==> config.mk <==
export PLATFORM = sky130hd
export DESIGN_NAME = wide_add_sequencer
export DESIGN_NICKNAME = d
export VERILOG_FILES = /design/src/rtl/wide_add_sequencer.sv
export SDC_FILE = /design/constraint.sdc
export NUM_CORES = 1
export LEC_CHECK = 0
export CAP_MARGIN = 20
export CORE_ASPECT_RATIO = 0.6
export CORE_MARGIN = 2
export CORE_UTILIZATION = 50
export CTS_CLUSTER_DIAMETER = 50
export CTS_CLUSTER_SIZE = 14
export DETAILED_ROUTE_END_ITERATION = 8
export PLACE_DENSITY = 0.78
export SLEW_MARGIN = 15
export SYNTH_ARGS = -nofsm -noshare
export SYNTH_HDL_FRONTEND = slang
export SYNTH_SLANG_ARGS = --single-unit
export TNS_END_PERCENT = 20
==> constraint.sdc <==
create_clock -name i_clk -period 6.25 [get_ports i_clk]
set_input_delay 0.625 -clock i_clk [delete_from_list [all_inputs] [get_ports i_clk]]
set_output_delay 0.625 -clock i_clk [all_outputs]
set_load 0.01 [all_outputs]
==> src/rtl/wide_add_sequencer.sv <==
// wide_add_sequencer
//   Multi-cycle wide add/subtract. One 32-bit carry-lookahead adder is reused
//   across WORDS words, LSW first, with the carry chained through a register.
//   The operation takes WORDS RUN cycles, then a one-cycle DONE that pulses
//   o_done.
//
// Ports
//   i_clk        rising-edge clock
//   i_rst_n      asynchronous active-low reset
//   i_start      request; accepted only while o_ready=1
//   i_op_sub     0 = a+b, 1 = a-b (sampled with i_start)
//   i_a, i_b     W-bit operands (sampled with i_start), W = 32*WORDS
//   o_ready      high in IDLE
//   o_busy       high in RUN and DONE
//   o_done       one-cycle pulse; result/flags valid from this cycle on
//   o_result     W-bit sum/difference (modulo 2^W)
//   o_carry_out  carry out of MSW (subtract: 1 = no borrow)
//   o_overflow   signed overflow of the full W-bit operation
//   o_zero       result == 0

// 32-bit adder: 4-bit groups with ripple inside a group and group
// generate/propagate lookahead to skip carries across groups.
module thirty_two_bit_cla (
    input  logic [31:0] i_a,
    input  logic [31:0] i_b,
    input  logic        i_cin,
    output logic [31:0] o_sum,
    output logic        o_cout
);
    logic [31:0] w_p, w_g;
    logic [32:0] w_c;

    always_comb begin
        w_p = i_a ^ i_b;
        w_g = i_a & i_b;
        w_c = '0;
        w_c[0] = i_cin;
        for (int k = 0; k < 8; k++) begin
            for (int j = 0; j < 3; j++) begin
                w_c[4*k+j+1] = w_g[4*k+j] | (w_p[4*k+j] & w_c[4*k+j]);
            end
            // Group carry computed directly from the group carry-in.
            w_c[4*k+4] = w_g[4*k+3]
                       | (w_p[4*k+3] & w_g[4*k+2])
                       | (w_p[4*k+3] & w_p[4*k+2] & w_g[4*k+1])
                       | (w_p[4*k+3] & w_p[4*k+2] & w_p[4*k+1] & w_g[4*k])
                       | ((&w_p[4*k +: 4]) & w_c[4*k]);
        end
        o_sum  = w_p ^ w_c[31:0];
        o_cout = w_c[32];
    end
endmodule

module wide_add_sequencer #(
    parameter int WORDS = 2
) (
    input  logic                  i_clk,
    input  logic                  i_rst_n,
    input  logic                  i_start,
    input  logic                  i_op_sub,
    input  logic [32*WORDS-1:0]   i_a,
    input  logic [32*WORDS-1:0]   i_b,
    output logic                  o_ready,
    output logic                  o_busy,
    output logic                  o_done,
    output logic [32*WORDS-1:0]   o_result,
    output logic                  o_carry_out,
    output logic                  o_overflow,
    output logic                  o_zero
);
    localparam int IW = (WORDS > 1) ? $clog2(WORDS) : 1;

    typedef enum logic [1:0] {S_IDLE, S_RUN, S_DONE} state_t;

    state_t                  r_state, w_next;
    logic [WORDS-1:0][31:0]  r_a, r_b, r_res, w_res_next;
    logic                    r_sub, r_carry, r_cout, r_ovf, r_zero;
    logic [IW-1:0]           r_idx;
    logic [31:0]             w_sum;
    logic                    w_cout, w_last, w_ovf;

    thirty_two_bit_cla u_cla (
        .i_a   (r_a[r_idx]),
        .i_b   (r_b[r_idx] ^ {32{r_sub}}),
        .i_cin (r_carry),
        .o_sum (w_sum),
        .o_cout(w_cout)
    );

    assign w_last = (r_idx == IW'(WORDS - 1));

    // Full result as it will look after this edge, so the zero flag
    // includes the word being written on the final RUN cycle.
    always_comb begin
        w_res_next        = r_res;
        w_res_next[r_idx] = w_sum;
    end

    // Sign of B after the subtract inversion is what matters for overflow.
    assign w_ovf = (r_a[WORDS-1][31] == (r_b[WORDS-1][31] ^ r_sub)) &&
                   (w_sum[31] != r_a[WORDS-1][31]);

    always_ff @(posedge i_clk or negedge i_rst_n) begin
        if (!i_rst_n) r_state <= S_IDLE;
        else          r_state <= w_next;
    end

    always_comb begin
        w_next  = r_state;
        o_ready = 1'b0;
        o_busy  = 1'b0;
        o_done  = 1'b0;
        case (r_state)
            S_IDLE: begin
                o_ready = 1'b1;
                if (i_start) w_next = S_RUN;
            end
            S_RUN: begin
                o_busy = 1'b1;
                if (w_last) w_next = S_DONE;
            end
            S_DONE: begin
                o_busy = 1'b1;
                o_done = 1'b1;
                w_next = S_IDLE;
            end
            default: w_next = S_IDLE;
        endcase
    end

    always_ff @(posedge i_clk or negedge i_rst_n) begin
        if (!i_rst_n) begin
            r_a     <= '0;
            r_b     <= '0;
            r_res   <= '0;
            r_sub   <= 1'b0;
            r_carry <= 1'b0;
            r_idx   <= '0;
            r_cout  <= 1'b0;
            r_ovf   <= 1'b0;
            r_zero  <= 1'b0;
        end else if (r_state == S_IDLE && i_start) begin
            // Result and flags are left alone; they hold until overwritten.
            r_a     <= i_a;
            r_b     <= i_b;
            r_sub   <= i_op_sub;
            r_carry <= i_op_sub;   // +1 of the two's-complement negate
            r_idx   <= '0;
        end else if (r_state == S_RUN) begin
            r_res   <= w_res_next;
            r_carry <= w_cout;
            r_idx   <= r_idx + 1'b1;
            if (w_last) begin
                r_cout <= w_cout;
                r_ovf  <= w_ovf;
                r_zero <= (w_res_next == '0);
            end
        end
    end

    assign o_result    = r_res;
    assign o_carry_out = r_cout;
    assign o_overflow  = r_ovf;
    assign o_zero      = r_zero;
endmodule
After elaboration in Yosys (flattened, before gate mapping):

Index checks and enable logic that the tools add are counted.

* word-level logic and storage cells: 191
* bits in registers: 200
* output and inout bits: 70
* input bits: 132

* mux-type cells: 17
* magnitude comparators: 2
* equal/unequal tests: 6
* bitwise logic cells: 134
* add/subtract/negate cells: 1
* reduce and logical (&&, ||, !) cells: 18

Operators by type and width (number)
* 32-bit 2-to-1 mux: 5
* 32-bit XOR: 3
* 1-bit bitwise AND: 72
* 64-bit bitwise mux: 1
* 64-bit logical NOT: 1
* 1-bit bitwise OR: 56
* 32-bit bitwise AND: 1
* 32-bit demux with 1-bit select: 1
* 4-bit AND reduction: 8
* 1-bit 2-to-1 mux: 7
* 2-bit 2-to-1 mux: 2
* 2-bit != test (second input constant): 2
* 2-bit one-hot mux with 2 select lines: 1
* 2-bit AND reduction: 2
* 1-bit logical AND: 3
* 3-bit AND reduction: 1
* 2-bit by 1-bit equality test with 1-bit output (second input constant): 1
* 2-bit equality test (second input constant): 1
* 2-bit logical NOT: 1
* 1-bit by 2-bit < comparator with 1-bit output (second input constant): 1
* 2-bit nonzero test: 1
* 2-bit OR reduction: 1
* 1-bit adder (second input constant): 1
* 1-bit equality test: 1
* 4 further kinds: 4

Longest topological paths before layout:

Gate-level depths: netlist of run 1.

* depth in word-level cells: 30
* gate-level depth with buffers: 21

Modules after synthesis:

A second synthesis of run 1 with hierarchy kept.

* cell total of the unflattened synthesis: 749
* area total of the unflattened synthesis: 10207.3 um^2

By module, submodules not included
* wide_add_sequencer: area each 8849.7 um^2, cells an instance 611, instances 1
* thirty_two_bit_cla: area each 1357.6 um^2, cells an instance 138, instances 1

Least setup slack after synthesis of run 1:

OpenSTA, ideal clock, no wires.

* path type: flip-flop to flip-flop
* start: register r_idx
* end: register r_zero, in the netlist o_zero
* required time: 6.183 ns
* clock period less this slack: 4.579 ns
* buffers on the path: 4
* arrival: 4.512 ns
* library setup time: 0.067 ns
* stages on the path, launching flop included: 22
* path slack: 1.671 ns
* cell sequence: dfrtp_1 buf_2 buf_4 buf_2 buf_2 mux2i_1 inv_1 ha_1 a211oi_1 o211ai_1 a21oi_1 nor2_1 nand3_1 nor2b_1 fa_1 fa_1 fa_1 nand2_1 nor4b_1 a21oi_1 nor3_1 a32o_1

* longest elaborated chain between the ends: 30
* elaborated cells between the ends (all ways): 141
* those cells by class: 2 x order compare; 7 x mux; 122 x bitwise; 10 x reduce/logical

RTL lines
* from (decl): line 78 `logic [IW-1:0] r_idx;`
* from (signal assigned): line 152 `r_idx <= r_idx + 1'b1;`
* 32-bit 2-to-1 mux (not written as such) (2 in series): line 84 `.i_b (r_b[r_idx] ^ {32{r_sub}}),`
* 32-bit XOR: line 84
* 32-bit XOR or 32-bit bitwise AND (tied branches): line 34, 35
* 1-bit bitwise AND, on equally long branches: line 44, 45, 46
* 1-bit bitwise OR (tied with other cells): line 44 `| (w_p[4*k+3] & w_g[4*k+2])`
* 1-bit bitwise OR or 1-bit bitwise AND (tied branches): line 45, 46
* 1-bit bitwise OR: line 46 `| (w_p[4*k+3] & w_p[4*k+2] & w_p[4*k+1] & w_g[4*k])`
* 1-bit bitwise OR: line 47 `| ((&w_p[4*k +: 4]) & w_c[4*k]);`
* (+13 left out)
* 1-bit bitwise OR: line 40 `w_c[4*k+j+1] = w_g[4*k+j] | (w_p[4*k+j] & w_c[4*k+j]);`
* 1-bit bitwise AND: line 40
* 1-bit bitwise OR: line 40
* 1-bit bitwise AND: line 40
* 1-bit bitwise OR: line 40
* 32-bit XOR: line 49 `o_sum = w_p ^ w_c[31:0];`
* 64-bit bitwise mux: line 96 `w_res_next[r_idx] = w_sum;`
* 64-bit logical NOT: line 156 `r_zero <= (w_res_next == '0);`
* to (signal assigned): line 156
* to (decl): line 77 `logic r_sub, r_carry, r_cout, r_ovf, r_zero;`

Several ways; a longest one is shown, not always the timed one. The select of a mux whose other input is x is not followed.
A chain may end at the register's enable or synchronous reset.

Worst setup path in the final report of run 1:

Ends and elaborated chain as after synthesis.

==> results of run 1 <==
## logic make-up (layout without fill, tap and decap cells)
group | Yosys count | count (layout) | synth area share
mux | 199 | 199 | 0.215
other cells | 0 | 1 | 0
fa+ha+maj | 59 | 59 | 0.0908
xor+xnor | 42 | 42 | 0.0364
compound gates | 107 | 107 | 0.0572
simple gates | 136 | 136 | 0.0662
buf+inv | 96 | 294 | 0.0392
flops | 200 | 200 | 0.495
## stage by stage
| stage | hold slack, ns | util | area [um2] |
|---|---|---|---|
| 3_5_place_dp | 0.470 | 0.620 | 12300 |
| 5_1_grt | 0.0948 | 0.650 | 12900 |
| 3_3_place_gp | 0.462 | 0.620 | 12300 |
| 6_report | 0.0954 | 0.650 | 12900 |
| 2_1_floorplan | 0.329 | - | 10100 |
| 4_1_cts | 0.407 | 0.648 | 12900 |
## layer usage
metal	global-route usage	share of wire	vias up
met2	0.346	0.41	266
li1	-	-	3291
met5	0	0	-
met1	0.386	0.50	3469
met4	0.0451	0.0066	0
met3	0.0616	0.077	16
## layout make-up
class | instances | area [um2] | area share
flip-flops and latches | 200 | 5010 | 0.387
clock buffers | 17 | 425 | 0.0329
clock inverters | 13 | 148 | 0.0114
multi-input cells | 543 | 4720 | 0.364
inverters | 55 | 206 | 0.0159
well taps | 273 | 342 | 0.0264
repair buffers | 209 | 2100 | 0.162
diodes | 1 | 2.50 | 0.000193
## how the worst max path moves through the flow
stage           from  endpoint  slack [ns]  cells after the start
4_1_cts        r_idx    o_zero        0.63                     17
5_1_grt        r_idx    o_zero        0.26                     17
3_3_place_gp   r_idx    o_zero        0.77                     17
6_report       r_idx    o_zero        0.47                     17
2_1_floorplan  r_idx    o_zero        1.67                     21
3_5_place_dp   r_idx    o_zero        0.67                     17
## placed cells by master, fill, tap and decap left out, types with 2 or more instances in the layout
cell type          n
dfrtp_1          198
o21ai_0           36
buf_4              7
nor4b_1            3
nor2_1            13
and3_1             3
ha_1              35
inv_6              2
or4_1              2
a41oi_1            2
a21oi_1           25
bufinv_16          2
xor2_1             8
nand3_1            6
xnor2_1           34
nor3_1             4
clkdlybuf4s50_1  200
nor4_1            10
nand2b_1           2
mux2_2            75
clkinv_4           2
inv_8              2
o31ai_1            2
inv_1             55
o41ai_1            2
nand4b_1           2
nor4_2             2
clkbuf_16         17
clkinvlp_4         2
fa_1              24
o21ai_1           33
mux2_1            73
and4_1             2
mux2i_1           51
nand4_1            5
a31oi_1            2
o21ba_2            2
nand2_1           74
clkinv_2           3
nor2b_1            2
## sequential cells by signal (all words and copies together), names as in the netlist
| signal | count |
|---|---|
| r_sub | 1 |
| o_carry_out | 1 |
| r_idx | 1 |
| r_a | 64 |
| r_carry | 1 |
| o_overflow | 1 |
| o_result | 64 |
| r_state | 2 |
| r_b | 64 |
| o_zero | 1 |
==> impl_results.html, run 1 <==
<table>
<tr><th>Metric</th><th>Value</th></tr>
<tr><th colspan="2">Worst setup path</th></tr>
<tr><td>Kind of cell adding the most delay to the critical path</td><td>adder cells</td></tr>
<tr><td>Critical path launch point type</td><td>flop</td></tr>
<tr><td>Reg-to-reg critical path endpoint</td><td>o_zero</td></tr>
<tr><td>Ordered cell list for the critical path</td><td>mux2i_1 -&gt; xnor2_1 -&gt; ha_1 -&gt; nand4_1 -&gt; nor2_1 -&gt; o31ai_1 -&gt; nand3b_1 -&gt; inv_1 -&gt; fa_1 -&gt; fa_1 -&gt; fa_1 -&gt; nor4b_1 -&gt; nand4_1 -&gt; nor4_1 -&gt; a31oi_1 -&gt; nor2_1 -&gt; a32o_1</td></tr>
<tr><td>Start-to-end type of the worst setup path</td><td>reg2reg</td></tr>
<tr><td>Worst R2R Start</td><td>r_idx</td></tr>
<tr><td>Largest fanout on the critical path</td><td>58</td></tr>
<tr><td>Worst reg-to-reg setup slack</td><td>0.47 ns</td></tr>
<tr><td>Sort of element at the end of the critical path</td><td>flop</td></tr>
<tr><td>Slowest stage cell on the critical path</td><td>dfrtp_4</td></tr>
<tr><td>Largest stage delay, worst path</td><td>1.03 ns</td></tr>
<tr><td>Required time of the worst setup path</td><td>6.62 ns</td></tr>
<tr><td>Most common cell type on the critical path</td><td>fa_1</td></tr>
<tr><td>Count of cells along the worst register-to-register path</td><td>17</td></tr>
<tr><td>Worst path buffer plus inverter count</td><td>1</td></tr>
<tr><td>Worst endpoint data arrival time</td><td>6.15 ns</td></tr>
<tr><th colspan="2">Floorplanning</th></tr>
<tr><td>Overall die height</td><td>114 um</td></tr>
<tr><td>Starting Density</td><td>0.508</td></tr>
<tr><td>Placeable core region</td><td>0.0199 mm2</td></tr>
<tr><td>Die area</td><td>0.0214 mm2</td></tr>
<tr><td>I/O pin count</td><td>202</td></tr>
<tr><td>Die boundary width</td><td>188 um</td></tr>
<tr><td>Number of rows in the core area</td><td>40</td></tr>
<tr><th colspan="2">CTS</th></tr>
<tr><td>Maximum number of buffers from clock root to sink</td><td>2</td></tr>
<tr><td>Clk Latency, worst-skew pair</td><td>0.43 ns</td></tr>
<tr><td>Root buffer cell</td><td>clkbuf_16</td></tr>
<tr><td>Clock tree sinks</td><td>200</td></tr>
<tr><td>Worst-path clk slew</td><td>0.07 ns</td></tr>
<tr><td>Clock buffer count from CTS</td><td>17</td></tr>
<tr><td>Post-cts sizing count</td><td>0</td></tr>
<tr><td>TritonCTS clock tree</td><td>yes</td></tr>
<tr><td>Number of hold buffers added after CTS</td><td>0</td></tr>
<tr><td>CTS H-tree depth</td><td>4</td></tr>
<tr><td>Buffer count from post-CTS setup fixing</td><td>0</td></tr>
<tr><th colspan="2">Timing</th></tr>
<tr><td>Min cycle time layout</td><td>5.78 ns</td></tr>
<tr><td>Unrepaired setup endpoints after global routing</td><td>no</td></tr>
<tr><td>Slew Limit Headroom</td><td>0.310</td></tr>
<tr><td>Final worst slack</td><td>0.474 ns</td></tr>
<tr><td>Max Freq</td><td>0.173 GHz</td></tr>
<tr><td>Final cycle utilization of the critical path</td><td>0.924</td></tr>
<tr><td>Worst slew pin tran</td><td>1.03 ns</td></tr>
<tr><td>Sum of negative setup slack</td><td>0 ns</td></tr>
<tr><td>Clock skew after layout</td><td>0.00823 ns</td></tr>
<tr><td>Final Max Tran Viols</td><td>0</td></tr>
<tr><td>Setup Viol. Count Final</td><td>0</td></tr>
<tr><td>Hold violation total from the final report</td><td>0</td></tr>
<tr><th colspan="2">Synthesis</th></tr>
<tr><td>Post-synth top area cell</td><td>dfrtp_1</td></tr>
<tr><td>Mapped Area</td><td>0.0101 mm2</td></tr>
<tr><td>Count leader, synth</td><td>dfrtp_1</td></tr>
<tr><td>Post-synthesis sequential area ratio</td><td>0.495</td></tr>
<tr><td>Number of unique standard cell types used by synthesis</td><td>42</td></tr>
<tr><td>Average size of a mapped cell</td><td>12.1 um2</td></tr>
<tr><td>Most instantiated cells after synthesis</td><td>dfrtp_1, mux2_2, nand2_1, mux2_1, inv_1</td></tr>
<tr><td>Number of flops mapped to enable cells by yosys</td><td>0</td></tr>
<tr><td>Flip-flop and latch count after synthesis</td><td>200</td></tr>
<tr><td>Fraction of registers with async set or reset after synthesis</td><td>1.00</td></tr>
<tr><td>Fraction of synthesized cell area taken by the top area cell type</td><td>0.495</td></tr>
<tr><td>Synthesized netlist net count</td><td>1030</td></tr>
<tr><td>Top post-synthesis cells by area</td><td>dfrtp_1, mux2_2, mux2_1</td></tr>
<tr><td>Synthesized instance count</td><td>839</td></tr>
<tr><td>Dominant register cell in the synthesized netlist</td><td>dfrtp_1</td></tr>
<tr><td>Number of warnings issued by yosys</td><td>0</td></tr>
<tr><th colspan="2">Route</th></tr>
<tr><td>DR vias/cell</td><td>5.37</td></tr>
<tr><td>Routed wirelength normalized by instance count</td><td>19.3 um</td></tr>
<tr><td>First-pass iteration count of the detailed router</td><td>5</td></tr>
<tr><td>Detailed Route WL</td><td>25300 um</td></tr>
<tr><td>Initial DRC count</td><td>535</td></tr>
<tr><td>Via total after detailed routing</td><td>7042</td></tr>
<tr><td>Antenna Violating Nets Remaining</td><td>0</td></tr>
<tr><td>Remaining routing DRC violations</td><td>0</td></tr>
<tr><th colspan="2">Global route</th></tr>
<tr><td>Sum of overflow across all layers after global routing</td><td>0</td></tr>
<tr><td>Antenna violations before repair</td><td>1</td></tr>
<tr><td>Number of global-route vias before repair</td><td>7023</td></tr>
<tr><td>Maximum number of pins on one net before global-route repair</td><td>132</td></tr>
<tr><td>Wire length of the first global-routing pass</td><td>40100 um</td></tr>
<tr><td>GRT Overall Usage</td><td>0.246</td></tr>
<tr><th colspan="2">Finish</th></tr>
<tr><td>Layout Area Growth over Synthesis</td><td>28.0%</td></tr>
<tr><td>Number of fill cells</td><td>1583</td></tr>
<tr><td>Final net count</td><td>1217</td></tr>
<tr><td>Fraction of final layout cells with drive strength greater than 1</td><td>0.120</td></tr>
<tr><td>Post-route non-filler standard cell count</td><td>1311</td></tr>
<tr><th colspan="2">Status</th></tr>
<tr><td>Result of the run</td><td>complete, no violations</td></tr>
<tr><th colspan="2">Job</th></tr>
<tr><td>Count of max-cap constraint violations</td><td>0</td></tr>
<tr><th colspan="2">Placed design</th></tr>
<tr><td>Placed wire-length estimate after detailed placement</td><td>19000 um</td></tr>
<tr><td>IO Port Bufs</td><td>201</td></tr>
<tr><td>Placed insts</td><td>1279</td></tr>
<tr><td>Worst slack, placed</td><td>0.674 ns</td></tr>
<tr><td>Global placer's final weighted congestion</td><td>0.913</td></tr>
<tr><th colspan="2">Hold path</th></tr>
<tr><td>Worst min path class</td><td>in2async</td></tr>
</table>
Power of run 1 is not shown: default switching activity piles up to over one toggle a cycle in this logic, so the estimate is an artifact.
==> run 2, diff against run 1 <==
--- a/config.mk
+++ b/config.mk
@@ -12,7 +12,7 @@
 export CTS_CLUSTER_DIAMETER = 50
 export CTS_CLUSTER_SIZE = 14
 export DETAILED_ROUTE_END_ITERATION = 8
-export PLACE_DENSITY = 0.78
+export PLACE_DENSITY = 0.81
 export SLEW_MARGIN = 15
 export SYNTH_ARGS = -nofsm -noshare
 export SYNTH_HDL_FRONTEND = slang
==> run 2 against run 1 <==
Net effect: fmax is 2.1% higher; first-iteration DRC count grew 3.9%; non-clock buffer count shrank 1; register-to-register slack improved by 0.12 ns; clock skew rose by 0.0026 ns; via count up 1.1%; setup slack improved by 0.12 ns.
==> impl_results.html, run 2 (synthesized netlist as in run 1, its figures left out) <==
<table>
<tr><th>Metric</th><th>Value</th></tr>
<tr><th colspan="2">Finish</th></tr>
<tr><td>Layout Area Growth over Synthesis</td><td>28.3% (was 28.0%)</td></tr>
<tr><td>Number of fill cells</td><td>1568 (was 1583)</td></tr>
<tr><td>Sequential cell area</td><td>0.00501 mm2 (unchanged)</td></tr>
<tr><td># diodes</td><td>0 (was 1)</td></tr>
<tr><td>Final net count</td><td>1216 (was 1217)</td></tr>
<tr><td>Fraction of final layout cells with drive strength greater than 1</td><td>0.118 (was 0.120)</td></tr>
<tr><td>Post-Route Utilization</td><td>0.651 (was 0.650)</td></tr>
<tr><td>Most common cell after layout, fill and taps aside</td><td>clkdlybuf4s50_1 (unchanged)</td></tr>
<tr><td>Commonest cells after routing, fill and taps aside</td><td>clkdlybuf4s50_1, dfrtp_1, mux2_2 (unchanged)</td></tr>
<tr><td>Final standard cell area without fillers</td><td>0.0130 mm2 (was 0.0129 mm2)</td></tr>
<tr><td>Multi-input gate area</td><td>0.00472 mm2 (unchanged)</td></tr>
<tr><th colspan="2">Global route</th></tr>
<tr><td>Sum of overflow across all layers after global routing</td><td>0 (unchanged)</td></tr>
<tr><td>Antenna violations before repair</td><td>1 (unchanged)</td></tr>
<tr><td>Wire length of the first global-routing pass</td><td>39300 um (was 40100 um)</td></tr>
<tr><td>GRT Overall Usage</td><td>0.241 (was 0.246)</td></tr>
<tr><td>Maximum number of pins on one net before global-route repair</td><td>126 (was 132)</td></tr>
<tr><td>Number of global-route vias before repair</td><td>7041 (was 7023)</td></tr>
<tr><th colspan="2">Floorplanning</th></tr>
<tr><td>Placeable core region</td><td>0.0199 mm2 (unchanged)</td></tr>
<tr><td>Starting Density</td><td>0.508 (unchanged)</td></tr>
<tr><td>Die area</td><td>0.0214 mm2 (unchanged)</td></tr>
<tr><td>Overall die height</td><td>114 um (unchanged)</td></tr>
<tr><td>Die boundary width</td><td>188 um (unchanged)</td></tr>
<tr><td>Number of rows in the core area</td><td>40 (unchanged)</td></tr>
<tr><td>I/O pin count</td><td>202 (unchanged)</td></tr>
<tr><th colspan="2">Worst setup path</th></tr>
<tr><td>Start-to-end type of the worst setup path</td><td>reg2reg (unchanged)</td></tr>
<tr><td>Capture point of the critical path</td><td>o_zero (unchanged)</td></tr>
<tr><td>Worst R2R Start</td><td>r_idx (unchanged)</td></tr>
<tr><td>Critical path launch point type</td><td>flop (unchanged)</td></tr>
<tr><td>Worst setup path startpoint</td><td>r_idx (unchanged)</td></tr>
<tr><td>Count of cells along the worst register-to-register path</td><td>17 (unchanged)</td></tr>
<tr><td>Reg-to-reg critical path endpoint</td><td>o_zero (unchanged)</td></tr>
<tr><td>Required time of the worst setup path</td><td>6.62 ns (about the same)</td></tr>
<tr><td>Sort of element at the end of the critical path</td><td>flop (unchanged)</td></tr>
<tr><td>Worst reg-to-reg setup slack</td><td>0.59 ns (was 0.47 ns)</td></tr>
<tr><td>Largest fanout on the critical path</td><td>64 (was 58)</td></tr>
<tr><td>Worst endpoint data arrival time</td><td>6.03 ns (was 6.15 ns)</td></tr>
<tr><th colspan="2">Status</th></tr>
<tr><td>Result of the run</td><td>complete, no violations (unchanged)</td></tr>
<tr><th colspan="2">Timing</th></tr>
<tr><td>Min cycle time layout</td><td>5.66 ns (was 5.78 ns)</td></tr>
<tr><td>Slew Limit Headroom</td><td>0.297 (was 0.310)</td></tr>
<tr><td>Final Max Tran Viols</td><td>0 (unchanged)</td></tr>
<tr><td>Sum of negative setup slack</td><td>0 ns (unchanged)</td></tr>
<tr><td>Final cycle utilization of the critical path</td><td>0.905 (was 0.924)</td></tr>
<tr><td>Unrepaired setup endpoints after global routing</td><td>no (unchanged)</td></tr>
<tr><td>Setup Viol. Count Final</td><td>0 (unchanged)</td></tr>
<tr><td>Worst slew pin tran</td><td>1.05 ns (was 1.03 ns)</td></tr>
<tr><td>Hold violation total from the final report</td><td>0 (unchanged)</td></tr>
<tr><td>Max Freq</td><td>0.177 GHz (was 0.173 GHz)</td></tr>
<tr><td>Clock skew after layout</td><td>0.0108 ns (was 0.00823 ns)</td></tr>
<tr><th colspan="2">Route</th></tr>
<tr><td>Detailed Route WL</td><td>24900 um (was 25300 um)</td></tr>
<tr><td>Initial DRC count</td><td>556 (was 535)</td></tr>
<tr><td>First-pass iteration count of the detailed router</td><td>5 (unchanged)</td></tr>
<tr><td>Antenna Violating Nets Remaining</td><td>0 (unchanged)</td></tr>
<tr><td>DR vias/cell</td><td>5.43 (was 5.37)</td></tr>
<tr><td>Remaining routing DRC violations</td><td>0 (unchanged)</td></tr>
<tr><td>Routed wirelength normalized by instance count</td><td>19.0 um (was 19.3 um)</td></tr>
<tr><td>Via total after detailed routing</td><td>7119 (was 7042)</td></tr>
<tr><th colspan="2">CTS</th></tr>
<tr><td>Post-cts sizing count</td><td>0 (unchanged)</td></tr>
<tr><td>TritonCTS clock tree</td><td>yes (unchanged)</td></tr>
<tr><td>Buffer count from post-CTS setup fixing</td><td>0 (unchanged)</td></tr>
<tr><td>Worst-path clk slew</td><td>0.08 ns (was 0.07 ns)</td></tr>
<tr><td>Maximum number of buffers from clock root to sink</td><td>2 (unchanged)</td></tr>
<tr><td>Root buffer cell</td><td>clkbuf_16 (unchanged)</td></tr>
<tr><td>Number of hold buffers added after CTS</td><td>0 (unchanged)</td></tr>
<tr><td>Clock tree sinks</td><td>200 (unchanged)</td></tr>
<tr><td>Clk Latency, worst-skew pair</td><td>0.43 ns (about the same)</td></tr>
<tr><td>CTS H-tree depth</td><td>4 (unchanged)</td></tr>
<tr><td>Clock buffer count from CTS</td><td>17 (unchanged)</td></tr>
<tr><th colspan="2">Placed design</th></tr>
<tr><td>Placed wire-length estimate after detailed placement</td><td>19000 um (about the same)</td></tr>
<tr><td>IO Port Bufs</td><td>201 (unchanged)</td></tr>
<tr><td>Global placer's final weighted congestion</td><td>0.862 (was 0.913)</td></tr>
<tr><td>Placed cell area</td><td>0.0123 mm2 (unchanged)</td></tr>
<tr><th colspan="2">Hold path</th></tr>
<tr><td>Worst min path class</td><td>in2async (unchanged)</td></tr>
<tr><th colspan="2">Job</th></tr>
<tr><td>Count of max-cap constraint violations</td><td>0 (unchanged)</td></tr>
</table>
## run 2: changes by cell type in the layout (fill, tap and decap cells not counted), moves of 2 or more
cell / previous run / this run
inv_6: 2 / 4
clkbuf_1: 0 / 2
bufinv_16: 2 / 4
clkinv_4: 2 / 0
clkinv_2: 3 / 1
## run 2: worst max-delay path, stage by stage (launching register included)
cell	delay [ns]
dfrtp_4	1.05
mux2i_1	0.33
xnor2_1	0.12
ha_1	0.41
nand4_1	0.17
nor2_1	0.21
o31ai_1	0.20
nand3b_1	0.16
inv_1	0.07
fa_1	0.45
fa_1	0.46
fa_1	0.71
nor4b_1	0.31
nand4_1	0.16
nor4_1	0.32
a31oi_1	0.07
nor2_1	0.13
a32o_1	0.17
## run 2: worst min-delay path by stage
| stage | start | endpoint | slack [ns] | depth (start not counted) |
|---|---|---|---|---|
| final | i_rst_n | o_result[34] | 0.33 | 1 |
| after global routing | i_rst_n | o_result[34] | 0.40 | 1 |
| after CTS | i_rst_n | o_result[34] | 0.38 | 1 |
| after detailed placement | o_result[39] | o_result[39] | 0.47 | 2 |
| after global placement | o_result[51] | o_result[51] | 0.46 | 2 |
| after floorplan | i_rst_n | o_carry_out | 0.33 | 0 |
## run 2: cell type report
type	count	share of cell area
Inverter	55	0.0159
Clock buffer	20	0.0344
Clock inverter	12	0.0144
Multi-Input combinational cell	543	0.363
Timing Repair Buffer	208	0.159
Tap cell	273	0.0263
Sequential cell	200	0.386
## run 2: per-layer routing
layer,share of wire,vias to the layer above,track usage
met5,0.00044,-,0
met4,0.0079,2,0.0446
met3,0.071,20,0.0573
met2,0.42,266,0.351
met1,0.50,3548,0.372
li1,-,3283,-
## run 2: through the flow
| step | hold slack (ns) | setup WS (ns) | std cells |
|---|---|---|---|
| after floorplan | 0.329 | 1.67 | 839 |
| after global placement | 0.462 | 0.740 | 1279 |
| after detailed placement | 0.471 | 0.746 | 1279 |
| after CTS | 0.381 | 0.652 | 1311 |
| after global routing | 0.397 | 0.369 | 1311 |
| final | 0.328 | 0.593 | 1311 |
Power of run 2 is left out for the same reason.
